$ cat src/rtl/clock_pkg.sv
// clock_pkg: shared encodings for the wall-clock time-set logic.
//   state_e  : time_set_ctrl FSM states (RUN = 0 .. SET_SEG = 3)
//   field_e  : selected-field codes driven on `field` (NONE, HORA, MIN, SEG)
//   MS_CNT_W : width of every millisecond counter
package clock_pkg;

    localparam int unsigned MS_CNT_W = 16;

    typedef enum logic [1:0] {
        RUN      = 2'd0,
        SET_HORA = 2'd1,
        SET_MIN  = 2'd2,
        SET_SEG  = 2'd3
    } state_e;

    typedef enum logic [1:0] {
        NONE = 2'd0,
        HORA = 2'd1,
        MIN  = 2'd2,
        SEG  = 2'd3
    } field_e;

    // Mode button walks RUN -> SET_HORA -> SET_MIN -> SET_SEG -> RUN.
    function automatic state_e next_state(input state_e s);
        case (s)
            RUN:      return SET_HORA;
            SET_HORA: return SET_MIN;
            SET_MIN:  return SET_SEG;
            default:  return RUN;
        endcase
    endfunction

    function automatic field_e field_of(input state_e s);
        case (s)
            SET_HORA: return HORA;
            SET_MIN:  return MIN;
            SET_SEG:  return SEG;
            default:  return NONE;
        endcase
    endfunction

endpackage

$ cat src/rtl/time_set_ctrl_if.sv
// time_set_ctrl_if: button front end / counter side bundle of time_set_ctrl.
//   master : drives tick_1ms and the debounced button levels, observes outputs
//   slave  : time_set_ctrl itself (run_en, field, adjust strobes, blink)
interface time_set_ctrl_if;

    logic       tick_1ms;
    logic       btn_mode;
    logic       btn_up;
    logic       btn_down;

    logic       run_en;
    logic [1:0] field;
    logic       up_hora;
    logic       down_hora;
    logic       up_min;
    logic       down_min;
    logic       up_seg;
    logic       down_seg;
    logic       blink;

    modport master (
        output tick_1ms, btn_mode, btn_up, btn_down,
        input  run_en, field, up_hora, down_hora, up_min, down_min, up_seg, down_seg, blink
    );

    modport slave (
        input  tick_1ms, btn_mode, btn_up, btn_down,
        output run_en, field, up_hora, down_hora, up_min, down_min, up_seg, down_seg, blink
    );

endinterface

$ cat src/rtl/btn_repeat.sv
// btn_repeat: rising-edge detector with optional hold/auto-repeat for one button.
//   clk, reset : clock, asynchronous active-high reset
//   level      : debounced button level
//   tick       : 1 ms strobe
//   clear      : restarts the hold/repeat sequence
//   strobe     : combinational request (rising edge, or repeat on the threshold tick)
// Optional feature: TIME_SET_AUTO_REPEAT_EN adds the hold/repeat counter.
module btn_repeat
    import clock_pkg::*;
#(
    parameter int unsigned HOLD_MS   = 500,
    parameter int unsigned REPEAT_MS = 100
) (
    input  logic clk,
    input  logic reset,
    input  logic level,
    input  logic tick,
    input  logic clear,
    output logic strobe
);

    logic level_q;
    logic rise;

    always_ff @(posedge clk or posedge reset) begin
        if (reset) begin
            level_q <= 1'b0;
        end else begin
            level_q <= level;
        end
    end

    assign rise = level & ~level_q;

`ifdef TIME_SET_AUTO_REPEAT_EN
    localparam logic [MS_CNT_W-1:0] HoldLast   = MS_CNT_W'(HOLD_MS - 1);
    localparam logic [MS_CNT_W-1:0] RepeatLast = MS_CNT_W'(REPEAT_MS - 1);

    logic [MS_CNT_W-1:0] hold_cnt_q;
    logic                repeating_q;  // first threshold passed, now on REPEAT_MS period
    logic                rep_fire;

    assign rep_fire = tick & level & ~clear &
                      (hold_cnt_q == (repeating_q ? RepeatLast : HoldLast));

    always_ff @(posedge clk or posedge reset) begin
        if (reset) begin
            hold_cnt_q  <= '0;
            repeating_q <= 1'b0;
        end else if (!level || clear) begin
            hold_cnt_q  <= '0;
            repeating_q <= 1'b0;
        end else if (tick) begin
            if (rep_fire) begin
                hold_cnt_q  <= '0;
                repeating_q <= 1'b1;
            end else begin
                hold_cnt_q <= hold_cnt_q + MS_CNT_W'(1);
            end
        end
    end

    assign strobe = rise | rep_fire;
`else
    logic unused_cfg;
    assign unused_cfg = ^{tick, clear, HOLD_MS, REPEAT_MS};
    assign strobe     = rise;
`endif

endmodule

$ cat src/rtl/time_set_ctrl.sv
// time_set_ctrl: mode/adjust controller for the hora/min/seg counters.
//   clk, reset : clock, asynchronous active-high reset
//   bus        : time_set_ctrl_if.slave
//                in : tick_1ms, btn_mode, btn_up, btn_down
//                out: run_en, field, up_/down_ hora/min/seg strobes, blink
// All outputs are registered. TIME_SET_AUTO_REPEAT_EN enables hold/auto-repeat
// in the btn_repeat instances.
module time_set_ctrl
    import clock_pkg::*;
#(
    parameter int unsigned HOLD_MS    = 500,
    parameter int unsigned REPEAT_MS  = 100,
    parameter int unsigned TIMEOUT_MS = 10000,
    parameter int unsigned BLINK_MS   = 250
) (
    input  logic           clk,
    input  logic           reset,
    time_set_ctrl_if.slave bus
);

    localparam logic [MS_CNT_W-1:0] TimeoutLast = MS_CNT_W'(TIMEOUT_MS - 1);
    localparam logic [MS_CNT_W-1:0] BlinkLast   = MS_CNT_W'(BLINK_MS - 1);

    state_e              state_q;
    field_e              field_q;
    logic                run_en_q;
    logic                blink_q;
    logic                mode_q;
    logic [MS_CNT_W-1:0] to_cnt_q;
    logic [MS_CNT_W-1:0] blink_cnt_q;
    logic                up_hora_q, down_hora_q;
    logic                up_min_q, down_min_q;
    logic                up_seg_q, down_seg_q;

    logic in_set;
    logic mode_rise;
    logic both;
    logic rep_clear;
    logic any_btn;
    logic up_raw, down_raw;
    logic up_fire, down_fire;
    logic timeout_hit;

    always_comb begin
        in_set    = (state_q != RUN);
        mode_rise = bus.btn_mode & ~mode_q;
        both      = bus.btn_up & bus.btn_down;
        any_btn   = bus.btn_mode | bus.btn_up | bus.btn_down;
        // Hold counters restart on mode change, on up+down, and stay idle in RUN.
        rep_clear = mode_rise | both | ~in_set;
        // Mode edge wins over up/down; up+down together adjusts nothing.
        up_fire   = in_set & ~mode_rise & ~both & up_raw;
        down_fire = in_set & ~mode_rise & ~both & down_raw;
        // Any button level keeps to_cnt at zero, so this cannot coincide with a strobe.
        timeout_hit = in_set & bus.tick_1ms & ~any_btn & (to_cnt_q == TimeoutLast);
    end

    btn_repeat #(
        .HOLD_MS   (HOLD_MS),
        .REPEAT_MS (REPEAT_MS)
    ) u_up (
        .clk    (clk),
        .reset  (reset),
        .level  (bus.btn_up),
        .tick   (bus.tick_1ms),
        .clear  (rep_clear),
        .strobe (up_raw)
    );

    btn_repeat #(
        .HOLD_MS   (HOLD_MS),
        .REPEAT_MS (REPEAT_MS)
    ) u_down (
        .clk    (clk),
        .reset  (reset),
        .level  (bus.btn_down),
        .tick   (bus.tick_1ms),
        .clear  (rep_clear),
        .strobe (down_raw)
    );

    always_ff @(posedge clk or posedge reset) begin
        if (reset) begin
            state_q     <= RUN;
            field_q     <= NONE;
            run_en_q    <= 1'b1;
            blink_q     <= 1'b0;
            mode_q      <= 1'b0;
            to_cnt_q    <= '0;
            blink_cnt_q <= '0;
            up_hora_q   <= 1'b0;
            down_hora_q <= 1'b0;
            up_min_q    <= 1'b0;
            down_min_q  <= 1'b0;
            up_seg_q    <= 1'b0;
            down_seg_q  <= 1'b0;
        end else begin
            mode_q <= bus.btn_mode;

            up_hora_q   <= up_fire   && (state_q == SET_HORA);
            down_hora_q <= down_fire && (state_q == SET_HORA);
            up_min_q    <= up_fire   && (state_q == SET_MIN);
            down_min_q  <= down_fire && (state_q == SET_MIN);
            up_seg_q    <= up_fire   && (state_q == SET_SEG);
            down_seg_q  <= down_fire && (state_q == SET_SEG);

            if (mode_rise) begin
                state_q     <= next_state(state_q);
                field_q     <= field_of(next_state(state_q));
                run_en_q    <= (next_state(state_q) == RUN);
                blink_q     <= 1'b0;
                blink_cnt_q <= '0;
                to_cnt_q    <= '0;
            end else if (timeout_hit) begin
                state_q     <= RUN;
                field_q     <= NONE;
                run_en_q    <= 1'b1;
                blink_q     <= 1'b0;
                blink_cnt_q <= '0;
                to_cnt_q    <= '0;
            end else if (in_set) begin
                if (any_btn) begin
                    to_cnt_q <= '0;
                end else if (bus.tick_1ms) begin
                    to_cnt_q <= to_cnt_q + MS_CNT_W'(1);
                end

                // Keep the field visible while it is being adjusted.
                if (up_fire || down_fire) begin
                    blink_q     <= 1'b0;
                    blink_cnt_q <= '0;
                end else if (bus.tick_1ms) begin
                    if (blink_cnt_q == BlinkLast) begin
                        blink_q     <= ~blink_q;
                        blink_cnt_q <= '0;
                    end else begin
                        blink_cnt_q <= blink_cnt_q + MS_CNT_W'(1);
                    end
                end
            end
        end
    end

    assign bus.run_en    = run_en_q;
    assign bus.field     = field_q;
    assign bus.blink     = blink_q;
    assign bus.up_hora   = up_hora_q;
    assign bus.down_hora = down_hora_q;
    assign bus.up_min    = up_min_q;
    assign bus.down_min  = down_min_q;
    assign bus.up_seg    = up_seg_q;
    assign bus.down_seg  = down_seg_q;

endmodule

$ cat src/flat_wrapper.sv
// flat-port wrapper written by rule: the top's interface ports become plain ports
module time_set_ctrl_flat import clock_pkg::*;
#(
    parameter int unsigned HOLD_MS    = 500,
    parameter int unsigned REPEAT_MS  = 100,
    parameter int unsigned TIMEOUT_MS = 10000,
    parameter int unsigned BLINK_MS   = 250
)
  (clk, reset, bus_tick_1ms, bus_btn_mode, bus_btn_up, bus_btn_down, bus_run_en, bus_field, bus_up_hora, bus_down_hora, bus_up_min, bus_down_min, bus_up_seg, bus_down_seg, bus_blink);
  time_set_ctrl_if bus_i ();
  input  logic clk;
  input  logic reset;
  input wire logic [$bits(bus_i.tick_1ms)-1:0] bus_tick_1ms;
  input wire logic [$bits(bus_i.btn_mode)-1:0] bus_btn_mode;
  input wire logic [$bits(bus_i.btn_up)-1:0] bus_btn_up;
  input wire logic [$bits(bus_i.btn_down)-1:0] bus_btn_down;
  output wire logic [$bits(bus_i.run_en)-1:0] bus_run_en;
  output wire logic [$bits(bus_i.field)-1:0] bus_field;
  output wire logic [$bits(bus_i.up_hora)-1:0] bus_up_hora;
  output wire logic [$bits(bus_i.down_hora)-1:0] bus_down_hora;
  output wire logic [$bits(bus_i.up_min)-1:0] bus_up_min;
  output wire logic [$bits(bus_i.down_min)-1:0] bus_down_min;
  output wire logic [$bits(bus_i.up_seg)-1:0] bus_up_seg;
  output wire logic [$bits(bus_i.down_seg)-1:0] bus_down_seg;
  output wire logic [$bits(bus_i.blink)-1:0] bus_blink;
  assign bus_i.tick_1ms = bus_tick_1ms;
  assign bus_i.btn_mode = bus_btn_mode;
  assign bus_i.btn_up = bus_btn_up;
  assign bus_i.btn_down = bus_btn_down;
  assign bus_run_en = bus_i.run_en;
  assign bus_field = bus_i.field;
  assign bus_up_hora = bus_i.up_hora;
  assign bus_down_hora = bus_i.down_hora;
  assign bus_up_min = bus_i.up_min;
  assign bus_down_min = bus_i.down_min;
  assign bus_up_seg = bus_i.up_seg;
  assign bus_down_seg = bus_i.down_seg;
  assign bus_blink = bus_i.blink;
  time_set_ctrl #(.HOLD_MS(HOLD_MS), .REPEAT_MS(REPEAT_MS), .TIMEOUT_MS(TIMEOUT_MS), .BLINK_MS(BLINK_MS)) u_core (.clk(clk), .reset(reset), .bus(bus_i));
endmodule
$ cat config.mk
export PLATFORM = sky130hd
export DESIGN_NAME = time_set_ctrl_flat
export DESIGN_NICKNAME = d
export VERILOG_FILES = /design/src/rtl/clock_pkg.sv /design/src/rtl/time_set_ctrl_if.sv /design/src/rtl/btn_repeat.sv /design/src/rtl/time_set_ctrl.sv /design/src/flat_wrapper.sv
export SDC_FILE = /design/constraint.sdc
export NUM_CORES = 1
export LEC_CHECK = 0
export BUFFER_PORTS_ARGS = -buffer_cell sky130_fd_sc_hd__buf_4
export CORE_UTILIZATION = 60
export CTS_BUF_LIST = sky130_fd_sc_hd__clkbuf_4
export CTS_CLUSTER_SIZE = 10
export DETAILED_ROUTE_END_ITERATION = 8
export PLACE_DENSITY = 0.87
export SLEW_MARGIN = 0
export SYNTH_ARGS = -nofsm -noshare
export SYNTH_HDL_FRONTEND = slang
export SYNTH_HIERARCHICAL = 1
export SYNTH_SLANG_ARGS = --single-unit
$ cat constraint.sdc
create_clock -name clk -period 4.7 [get_ports clk]
set_input_delay 0.235 -clock clk [delete_from_list [all_inputs] [get_ports clk]]
set_output_delay 0.235 -clock clk [all_outputs]
set_load 0.02 [all_outputs]
# Word-level counts from Yosys, hierarchy flattened
# Cells that the tools add are included.
totals:
  regBits: 47
  latchBits: 0
  ramBits: 0
  romBits: 0
  inputBits: 6
  out_inout_bits: 10
  elab_cells: 88
  memories: 0
op_classes:
  n_addsub: 2
  n_mul: 0
  div: 0
  n_lt_le_gt_ge: 0
  n_eq_ne: 8
  n_shift: 0
  muxes: 25
  n_bitwise: 20
  reduce_logical: 18
ops:
  columns: ["operator", "count"]
  rows:
  - ["16-bit two-way mux", 11]
  - ["16-bit by 1-bit adder with 16-bit output (second input constant)", 2]
  - ["16-bit by 14-bit equality test with 1-bit output (second input constant)", 1]
  - ["16-bit by 8-bit equality test with 1-bit output (second input constant)", 1]
  - ["2-bit one-hot mux with 3 select lines", 2]
  - ["4-bit nonzero test", 3]
  - ["1-bit AND", 11]
  - ["2-bit equality test (second input constant)", 4]
  - ["1-bit two-way mux", 8]
  - ["2-bit two-way mux", 4]
  - ["1-bit NOT", 7]
  - ["1-bit logical AND", 6]
  - ["2-bit by 1-bit equality test with 1-bit output (second input constant)", 2]
  - ["2-bit logical NOT", 2]
  - ["2-bit AND reduction", 2]
  - ["2-bit nonzero test", 2]
  - ["3-bit AND reduction", 1]
  - ["3-bit nonzero test", 1]
  - ["1-bit bitwise OR", 2]
  - ["1-bit logical OR", 1]

# Logic depth before layout (Yosys ltp)
# Gate-level depths: netlist (run 1).
depth:
  word_depth: 11
  mapped_depth: 9
  depth_no_buf: 7

# By module
# The synthesis (run 1) kept the hierarchy.
by_module_without_submodules:
  columns: ["module", "instances", "cells_each", "area_per_inst_um2", "seq_area_each_um2"]
  rows:
  - ["time_set_ctrl", 1, 236, 2376.0, 1102.3]
  - ["btn_repeat", 2, 3, 42.5, 25.0]

# Worst setup path after synthesis (run 1)
# Ideal clock, no wire load.
synth_path:
  path_type: "register -> register"
  from: "reg, netlist name u_core/bus.field[0]"
  to: "reg u_core.blink_cnt_q[10]"
  setup_ns: 0.119
  arrival_time_ns: 1.855
  slack_ns: 2.727
  path_stages_with_launch: 10
  n_path_buf: 2
  path_cell_list: "dfrtp_1 -> inv_1 -> ha_1 -> buf_2 -> nand2b_2 -> nor4_4 -> a31oi_4 -> nand3_4 -> buf_12 -> nor2_1"
synth_rtl:
  columns: ["element", "line_no", "source"]
  rows:
  - ["to (signal assigned)", "time_set_ctrl.sv:137", "blink_cnt_q <= blink_cnt_q + MS_CNT_W'(1);"]
  - ["to (decl)", "time_set_ctrl.sv:30", "logic [MS_CNT_W-1:0] blink_cnt_q;"]

==> summary.txt, run 1 <==
Status: finished, final reports clean
Commonest cells after routing, fill and taps aside: dfrtp_1 (45), nor2_1 (27), nand2_1 (20)
Core Box Area: 3799 um2
Critical Path End Type: flip-flop
Clock sinks: 46
Inst Count DP: 299
Setup_tns: 0 ps
Min cycle time layout: 2281 ps
Total clock buffers created by CTS: 5
Max VDD drop: 240.5 uV
Mapped Nets: 254
Initial DRC count: 133
Final Setup Violations: 0
H-tree depth: 2
Max Slew Vio Count: 0
Global-route wire length before repair: 8.079 mm
Area delta synth->final: 9.674%
Nets: 275
Clk_lat worst skew: 370 ps
TritonCTS clock tree: yes
Crit start category: flip-flop
RSZ-0062 raised after global routing: no
Pin count of the biggest net entering global routing: 30
Buffers added on ports: 15
Vias: 1,796
Post-DP HPWL: 3.292 mm
Commonest non-fill, non-tap cell in the layout: dfrtp_1
WL/cell: 15.24 um
Slew HR: 0.3778
FMAX: 438.4 MHz
Pwr Total: 906.3 uW
Clock transition at path regs: 140 ps
# diodes: 0
P_leak: 1.191 nW
Proportion of layout cells with a drive suffix above 1: 0.1825
Total track usage: 0.2518
Synth Cell Area: 2457 um2
Slew @ Worst Pin: 924.8 ps
Die height: 66.00 um
DRC errors left: 0
Power Density: 336.3 nW/um2
Routed WL: 4.741 mm
Place WS: 2447 ps
Routability cong.: 0.8045
Clock Skew: 13.51 ps
Crit path DAT: 2520 ps
Max-cap violations: 0
Hold WC Path Type: primary input to asynchronous set/reset pin
Final Hold Viols: 0
Die area: 4355 um2
I/O Pins: 16
Std cell rows: 22
CP Class: flip-flop to flip-flop
Avg Cell Area, Syn: 10.20 um2
Post-CTS Resized: 0
Die width: 66.00 um
Worst reg2reg path depth: 7
Fin crit share: 0.4853
Post-Layout Cell Count: 311
Vias per cell: 5.775
Cts hold-fix bufs: 3
CP Max Fanout: 11
Worst setup margin: 2419 ps
Initial antenna violation count: 0
Initial Util: 0.6469
Post-DRT Antenna Nets: 0
Synth warn: 6
Max clock buf depth: 2
Vias in the first global route: 1,704
Gr ovfl total: 0
Post-CTS Setup Bufs: 0
Required time worst endpoint: 4940 ps
Gate count of the mapped netlist: 241
TritonRoute pass-1 iters: 5
Clk root buf: clkbuf_4
==> worst paths after layout <==
path / startpoint / to / slack (ps)
max in group asynchronous: reset / u_core/to_cnt_q[6] / 3410
worst min-delay path: reset / u_core/u_up/level_q / 240
worst max register to register: u_core/bus.field[0] / u_core/to_cnt_q[7] / 2420
worst min register to register: u_core/bus.run_en / u_core/bus.run_en / 500
worst max-delay path: u_core/bus.field[0] / u_core/to_cnt_q[7] / 2420
min in group clk: bus_tick_1ms / u_core/blink_cnt_q[1] / 280
==> report_power, final <==
part           switching, mW  internal [mW]  leakage, nW
Combinational          0.131         0.0815        0.522
Clock                  0.129          0.110       0.0450
Sequential            0.0298          0.425        0.624
==> worst max-delay path, cell delays in order, from the launching register on <==
cell	delay [ps]
dfrtp_1	450
inv_1	90
ha_1	350
nand2b_2	330
nor4_4	370
a31oi_4	190
o21ai_2	240
nor2_1	120
==> per-layer routing <==
metal | vias to the layer above | track usage | part of all wire
met2 | 38 | 0.4056 | 0.49
met5 | - | 0 | 0
met1 | 869 | 0.3288 | 0.45
li1 | 879 | - | -
met3 | 10 | 0.05345 | 0.037
met4 | 0 | 0.1037 | 0.018
==> stage by stage <==
step           instance area [um2]  hold WS [ps]  utilization
3_3_place_gp                  2577         93.68       0.6785
5_1_grt                       2695         253.3       0.7095
3_5_place_dp                  2577         97.49       0.6785
4_1_cts                       2685         1.243       0.7069
2_1_floorplan                 2457        -36.29            -
6_report                      2695         244.8       0.7095
==> final cells by class <==
cell class              count  area [um2]
repair buffers             20       160.2
clock inverters             3       40.04
inverters                  11       41.29
fillers                   289        1104
well taps                  48       60.06
flip-flops and latches     46        1152
clock buffers               5       37.54
multi-input cells         178        1204
(Power assumes the default switching activity.)
==> run 2, diff against run 1 <==
--- a/config.mk
+++ b/config.mk
@@ -6,11 +6,11 @@
 export NUM_CORES = 1
 export LEC_CHECK = 0
 export BUFFER_PORTS_ARGS = -buffer_cell sky130_fd_sc_hd__buf_4
-export CORE_UTILIZATION = 60
+export CORE_UTILIZATION = 56
 export CTS_BUF_LIST = sky130_fd_sc_hd__clkbuf_4
 export CTS_CLUSTER_SIZE = 10
 export DETAILED_ROUTE_END_ITERATION = 8
-export PLACE_DENSITY = 0.87
+export PLACE_DENSITY = 0.85
 export SLEW_MARGIN = 0
 export SYNTH_ARGS = -nofsm -noshare
 export SYNTH_HDL_FRONTEND = slang
==> constraint.sdc (replaced) <==
create_clock -name clk -period 1.95 [get_ports clk]
set_input_delay 0.0975 -clock clk [delete_from_list [all_inputs] [get_ports clk]]
set_output_delay 0.0975 -clock clk [all_outputs]
set_load 0.02 [all_outputs]
==> summary.txt, run 2 (same netlist as run 1, synthesis figures left out) <==
Status: finished, violations left (was finished, final reports clean)
Failing checks: setup timing
Die area: 4657 um2 (was 4355 um2)
Commonest non-fill, non-tap cell in the layout: dfrtp_1 (unchanged)
Slew HR: 0.6057 (was 0.3778)
Routability cong.: 0.8465 (was 0.8045)
# diodes: 0 (unchanged)
Core Box Area: 4115 um2 (was 3799 um2)
I/O Pins: 16 (unchanged)
Clk_lat worst skew: 370 ps (about the same)
Post-DRT Antenna Nets: 0 (unchanged)
Crit path DAT: 2230 ps (was 2520 ps)
Gr ovfl total: 0 (unchanged)
Clk root buf: clkbuf_4 (unchanged)
Launch point of the worst reg-to-reg path: u_core/blink_cnt_q[13] (was u_core/bus.field[0])
Nets: 295 (was 275)
Setup slack, reg-to-reg: -10 ps (was 2420 ps)
Area delta synth->final: 18.64% (was 9.674%)
Crit start category: flip-flop (unchanged)
Buffers added on ports: 15 (unchanged)
Max clock buf depth: 2 (unchanged)
Setup_tns: -22.49 ps (was 0 ps)
WL/cell: 15.79 um (was 15.24 um)
P_leak: 1.286 nW (was 1.191 nW)
Commonest cells after routing, fill and taps aside: dfrtp_1 (45), buf_4 (34), nor2_1 (21) (was dfrtp_1 (45), nor2_1 (27), nand2_1 (20))
Die width: 68.25 um (was 66.00 um)
CP Max Fanout: 6 (was 11)
Fillers: 298 (was 289)
Switching power: 730.6 uW (was 289.6 uW)
Max VDD drop: 660.8 uV (was 240.5 uV)
Fin crit share: 1.007 (was 0.4853)
Flop pwr share: 0.467 (was 0.502)
Std cell rows: 23 (was 22)
R2R Path End: u_core/blink_cnt_q[3] (was u_core/to_cnt_q[7])
Hold WC Path Type: primary input to asynchronous set/reset pin (unchanged)
Initial Util: 0.5971 (was 0.6469)
Slew @ Worst Pin: 588.2 ps (was 924.8 ps)
Cell Int Power: 1.579 mW (was 616.7 uW)
Final hold slack: 121.2 ps (was 244.8 ps)
Final Hold Viols: 0 (unchanged)
Post-DP HPWL: 3.393 mm (was 3.292 mm)
Dpl cell area: 2700 um2 (was 2577 um2)
Final Setup Violations: 3 (was 0)
Power Density: 792.2 nW/um2 (was 336.3 nW/um2)
H-tree depth: 2 (unchanged)
Pin count of the biggest net entering global routing: 45 (was 30)
Clock network fraction of total power: 0.255 (was 0.264)
Post-Layout Cell Count: 333 (was 311)
Die height: 68.25 um (was 66.00 um)
Worst setup margin: -13.54 ps (was 2419 ps)
Vias per cell: 5.781 (was 5.775)
Routed WL: 5.259 mm (was 4.741 mm)
TritonRoute pass-1 iters: 4 (was 5)
Total clock buffers created by CTS: 5 (unchanged)
RSZ-0062 raised after global routing: yes (was no)
Register Area: 1152 um2 (unchanged)
Comb power frac: 0.278 (was 0.234)
Inst Count DP: 317 (was 299)
DRC errors left: 0 (unchanged)
Multi-input gate area: 1281 um2 (was 1204 um2)
Max Slew Vio Count: 0 (unchanged)
Finished Cell Area: 2915 um2 (was 2695 um2)
Total track usage: 0.2490 (was 0.2518)
Critical Path End Type: flip-flop (unchanged)
Initial antenna violation count: 0 (unchanged)
Switching share of total power: 0.3163 (was 0.3195)
TritonCTS clock tree: yes (unchanged)
Worst reg2reg path depth: 5 (was 7)
Place WS: -18.51 ps (was 2447 ps)
Clock Skew: 13.91 ps (was 13.51 ps)
Initial DRC count: 125 (was 133)
Max-cap violations: 0 (unchanged)
Required time worst endpoint: 2220 ps (was 4940 ps)
Global-route wire length before repair: 8.411 mm (was 8.079 mm)
Min cycle time layout: 1964 ps (was 2281 ps)
Proportion of layout cells with a drive suffix above 1: 0.2756 (was 0.1825)
Vias in the first global route: 1,875 (was 1,704)
CP Class: flip-flop to flip-flop (unchanged)
Clock sinks: 46 (unchanged)
Clock transition at path regs: 140 ps (about the same)
Vias: 1,925 (was 1,796)
FMAX: 509.3 MHz (was 438.4 MHz)
[run 2: repair_timing]
item                       CTS  global route
hold buffers                 4             0
setup buffers                0             2
pin swaps                    0            11
resized for setup            4             9
setup endpoints to repair   14            33
cloned                       0             2
hold endpoints to repair    48             0
[run 2: critical path: stages, from the launching register on]
cell and delay, ps:
dfrtp_1 450, or4_1 600, nor4_4 380, nand2b_2 170, nand3_2 200, nor2_1 70
[run 2: worst max path at each step]
stage                                 from                     end  cells after the start
finish              u_core/blink_cnt_q[13]   u_core/blink_cnt_q[3]                      5
global route             u_core/state_q[1]     u_core/to_cnt_q[11]                      7
CTS                    u_core/bus.field[0]     u_core/to_cnt_q[11]                      7
detailed placement     u_core/bus.field[0]  u_core/blink_cnt_q[13]                      7
global placement       u_core/to_cnt_q[11]     u_core/to_cnt_q[12]                      5
floorplan               u_core/to_cnt_q[5]  u_core/blink_cnt_q[10]                      7
[run 2: layer usage]
layer | part of all wire | global-route usage | vias up
met4 | 0.022 | 0.08073 | 0
li1 | - | - | 928
met3 | 0.048 | 0.06667 | 9
met5 | 0 | 0 | -
met1 | 0.41 | 0.2892 | 938
met2 | 0.52 | 0.4400 | 50
[run 2: area by class of cell]
class                      instances  share of cell area
clock inverter                     2             0.01288
multi-input combinational        180              0.4395
clock buffer                       6             0.01545
timing repair buffer              38              0.1013
tap                               50             0.02146
inverter                          11             0.01416
sequential                        46              0.3953
[run 2: stage by stage]
stage	util	power, mW
floorplan	-	1.488
global placement	0.6561	1.645
detailed placement	0.6561	1.662
CTS	0.6926	2.274
global route	0.7084	2.434
finish	0.7084	2.310
[run 2: power by group through the flow]
stage	Combinational [mW]	Sequential (mW)	Clock, mW
after global routing	0.700	1.09	0.645
after CTS	0.591	1.08	0.606
after global placement	0.553	1.09	0
after floorplan	0.362	1.13	0
after detailed placement	0.568	1.09	0
final	0.642	1.08	0.589
==> run 3, diff against run 2 <==
--- a/config.mk
+++ b/config.mk
@@ -6,11 +6,11 @@
 export NUM_CORES = 1
 export LEC_CHECK = 0
 export BUFFER_PORTS_ARGS = -buffer_cell sky130_fd_sc_hd__buf_4
-export CORE_UTILIZATION = 56
+export CORE_UTILIZATION = 60
 export CTS_BUF_LIST = sky130_fd_sc_hd__clkbuf_4
 export CTS_CLUSTER_SIZE = 10
 export DETAILED_ROUTE_END_ITERATION = 8
-export PLACE_DENSITY = 0.85
+export PLACE_DENSITY = 0.87
 export SLEW_MARGIN = 0
 export SYNTH_ARGS = -nofsm -noshare
 export SYNTH_HDL_FRONTEND = slang
==> constraint.sdc (replaced) <==
create_clock -name clk -period 2.13 [get_ports clk]
set_input_delay 0.1065 -clock clk [delete_from_list [all_inputs] [get_ports clk]]
set_output_delay 0.1065 -clock clk [all_outputs]
set_load 0.02 [all_outputs]
==> summary.txt, run 3 (same netlist as run 1, synthesis figures left out) <==
Initial Util: 0.6469 (was 0.5971)
CP Max Fanout: 10 (was 6)
Proportion of layout cells with a drive suffix above 1: 0.2218 (was 0.2756)
Slew @ Worst Pin: 540.6 ps (was 588.2 ps)
Power Density: 743.2 nW/um2 (was 792.2 nW/um2)
# diodes: 0 (unchanged)
Buffers added on ports: 15 (unchanged)
Max clock buf depth: 2 (unchanged)
Total clock buffers created by CTS: 5 (unchanged)
Max Slew Vio Count: 0 (unchanged)
Vias per cell: 6.043 (was 5.781)
DRC errors left: 0 (unchanged)
Core Box Area: 3799 um2 (was 4115 um2)
Final Setup Violations: 0 (was 3)
Required time worst endpoint: 2420 ps (was 2220 ps)
Switching power: 677.7 uW (was 730.6 uW)
FMAX: 499.3 MHz (was 509.3 MHz)
TritonRoute pass-1 iters: 4 (unchanged)
Switching share of total power: 0.3229 (was 0.3163)
Slew HR: 0.6396 (was 0.6057)
Final hold slack: 123.9 ps (was 121.2 ps)
Routed WL: 5.578 mm (was 5.259 mm)
Clk root buf: clkbuf_4 (unchanged)
Global-route wire length before repair: 8.666 mm (was 8.411 mm)
Max VDD drop: 666.2 uV (was 660.8 uV)
Die area: 4355 um2 (was 4657 um2)
Clock Skew: 24.26 ps (was 13.91 ps)
Crit start category: flip-flop (unchanged)
Clk_lat worst skew: 380 ps (was 370 ps)
I/O Pins: 16 (unchanged)
Post-DRT Antenna Nets: 0 (unchanged)
Clock sinks: 46 (unchanged)
Clock transition at path regs: 150 ps (was 140 ps)
Max-cap violations: 0 (unchanged)
Flop pwr share: 0.474 (was 0.467)
Clock network fraction of total power: 0.262 (was 0.255)
Initial DRC count: 181 (was 125)
Gr ovfl total: 0 (unchanged)
Std cell rows: 22 (was 23)
Setup_tns: 0 ps (was -22.49 ps)
Pin count of the biggest net entering global routing: 45 (unchanged)
Comb power frac: 0.264 (was 0.278)
CP Class: flip-flop to flip-flop (unchanged)
Area delta synth->final: 14.92% (was 18.64%)
Final Hold Viols: 0 (unchanged)
Vias in the first global route: 1,895 (was 1,875)
Crit path DAT: 2290 ps (was 2230 ps)
Inst Count DP: 309 (was 317)
Critical Path End Type: flip-flop (unchanged)
Die height: 66.00 um (was 68.25 um)
Commonest cells after routing, fill and taps aside: dfrtp_1 (45), nor2_1 (27), buf_4 (26) (was dfrtp_1 (45), buf_4 (34), nor2_1 (21))
P_leak: 1.257 nW (was 1.286 nW)
Nets: 287 (was 295)
Vias: 1,952 (was 1,925)
WL/cell: 17.27 um (was 15.79 um)
Die width: 66.00 um (was 68.25 um)
Post-Layout Cell Count: 323 (was 333)
Fin crit share: 0.9403 (was 1.007)
Post-DP HPWL: 3.477 mm (was 3.393 mm)
TritonCTS clock tree: yes (unchanged)
Min cycle time layout: 2003 ps (was 1964 ps)
Total track usage: 0.2708 (was 0.2490)
Initial antenna violation count: 0 (unchanged)
RSZ-0062 raised after global routing: no (was yes)
H-tree depth: 2 (unchanged)
Routability cong.: 0.8583 (was 0.8465)
Commonest non-fill, non-tap cell in the layout: dfrtp_1 (unchanged)
Cell Int Power: 1.421 mW (was 1.579 mW)
Status: finished, final reports clean (was finished, violations left)
Post-CTS Setup Bufs: 0 (unchanged)
Hold WC Path Type: primary input to flip-flop (was primary input to asynchronous set/reset pin)
==> run 3: routing by layer <==
layer | global-route usage | share of wire | up-vias
met5 | 0 | 0 | -
met4 | 0.1250 | 0.038 | 0
met3 | 0.05172 | 0.045 | 22
met2 | 0.4681 | 0.50 | 63
met1 | 0.3236 | 0.42 | 956
li1 | - | - | 911
==> run 3: timing repair <==
item	4_1_cts	5_1_grt
setup endpoints to repair	0	24
endpoints found under the hold margin	48	0
gates resized for setup	0	4
hold buffers	4	0
==> run 3: worst paths after layout <==
path	startpoint	endpoint	slack (ps)	depth (start not counted)
worst max-delay path	u_core/state_q[1]	u_core/blink_cnt_q[8]	130	7
worst min-delay path	bus_tick_1ms	u_core/blink_cnt_q[1]	120	4
worst max register to register	u_core/state_q[1]	u_core/blink_cnt_q[8]	130	7
worst min register to register	u_core/bus.run_en	u_core/bus.run_en	500	2
max in group asynchronous	reset	u_core/to_cnt_q[9]	1240	4
min in group asynchronous	reset	u_core/u_up/level_q	180	3
==> run 3: power groups by stage <==
stage | clock (mW) | combinational [mW] | sequential (mW)
after floorplan | 0 | 0.332 | 1.03
after global placement | 0 | 0.480 | 1.00
after detailed placement | 0 | 0.505 | 1.01
after CTS | 0.556 | 0.513 | 0.993
after global routing | 0.595 | 0.600 | 1.00
final | 0.550 | 0.553 | 0.995
==> run 3: area by class of cell <==
type | count | area (um2)
fill | 266 | 974.7
sequential | 46 | 1152
multi-input combinational | 180 | 1252
tap | 48 | 60.06
timing repair buffer | 30 | 235.2
inverter | 11 | 41.29
clock inverter | 2 | 37.54
clock buffer | 6 | 45.04
==> run 3: critical path: stages (launching register included) <==
cell and delay (ps):
dfrtp_1 420, inv_1 80, ha_1 260, nor2b_1 300, a41oi_4 240, or3_1 390, xor2_1 200, nor2_2 50
==> run 3: metrics by stage <==
step,util,area [um2],total power [mW],worst slack (ps)
global route,0.7434,2824,2.197,23.73
CTS,0.7306,2775,2.061,9.625
detailed placement,0.6983,2653,1.514,72.27
global placement,0.6983,2653,1.483,212.9
floorplan,-,2457,1.363,156.6
finish,0.7434,2824,2.099,127.2
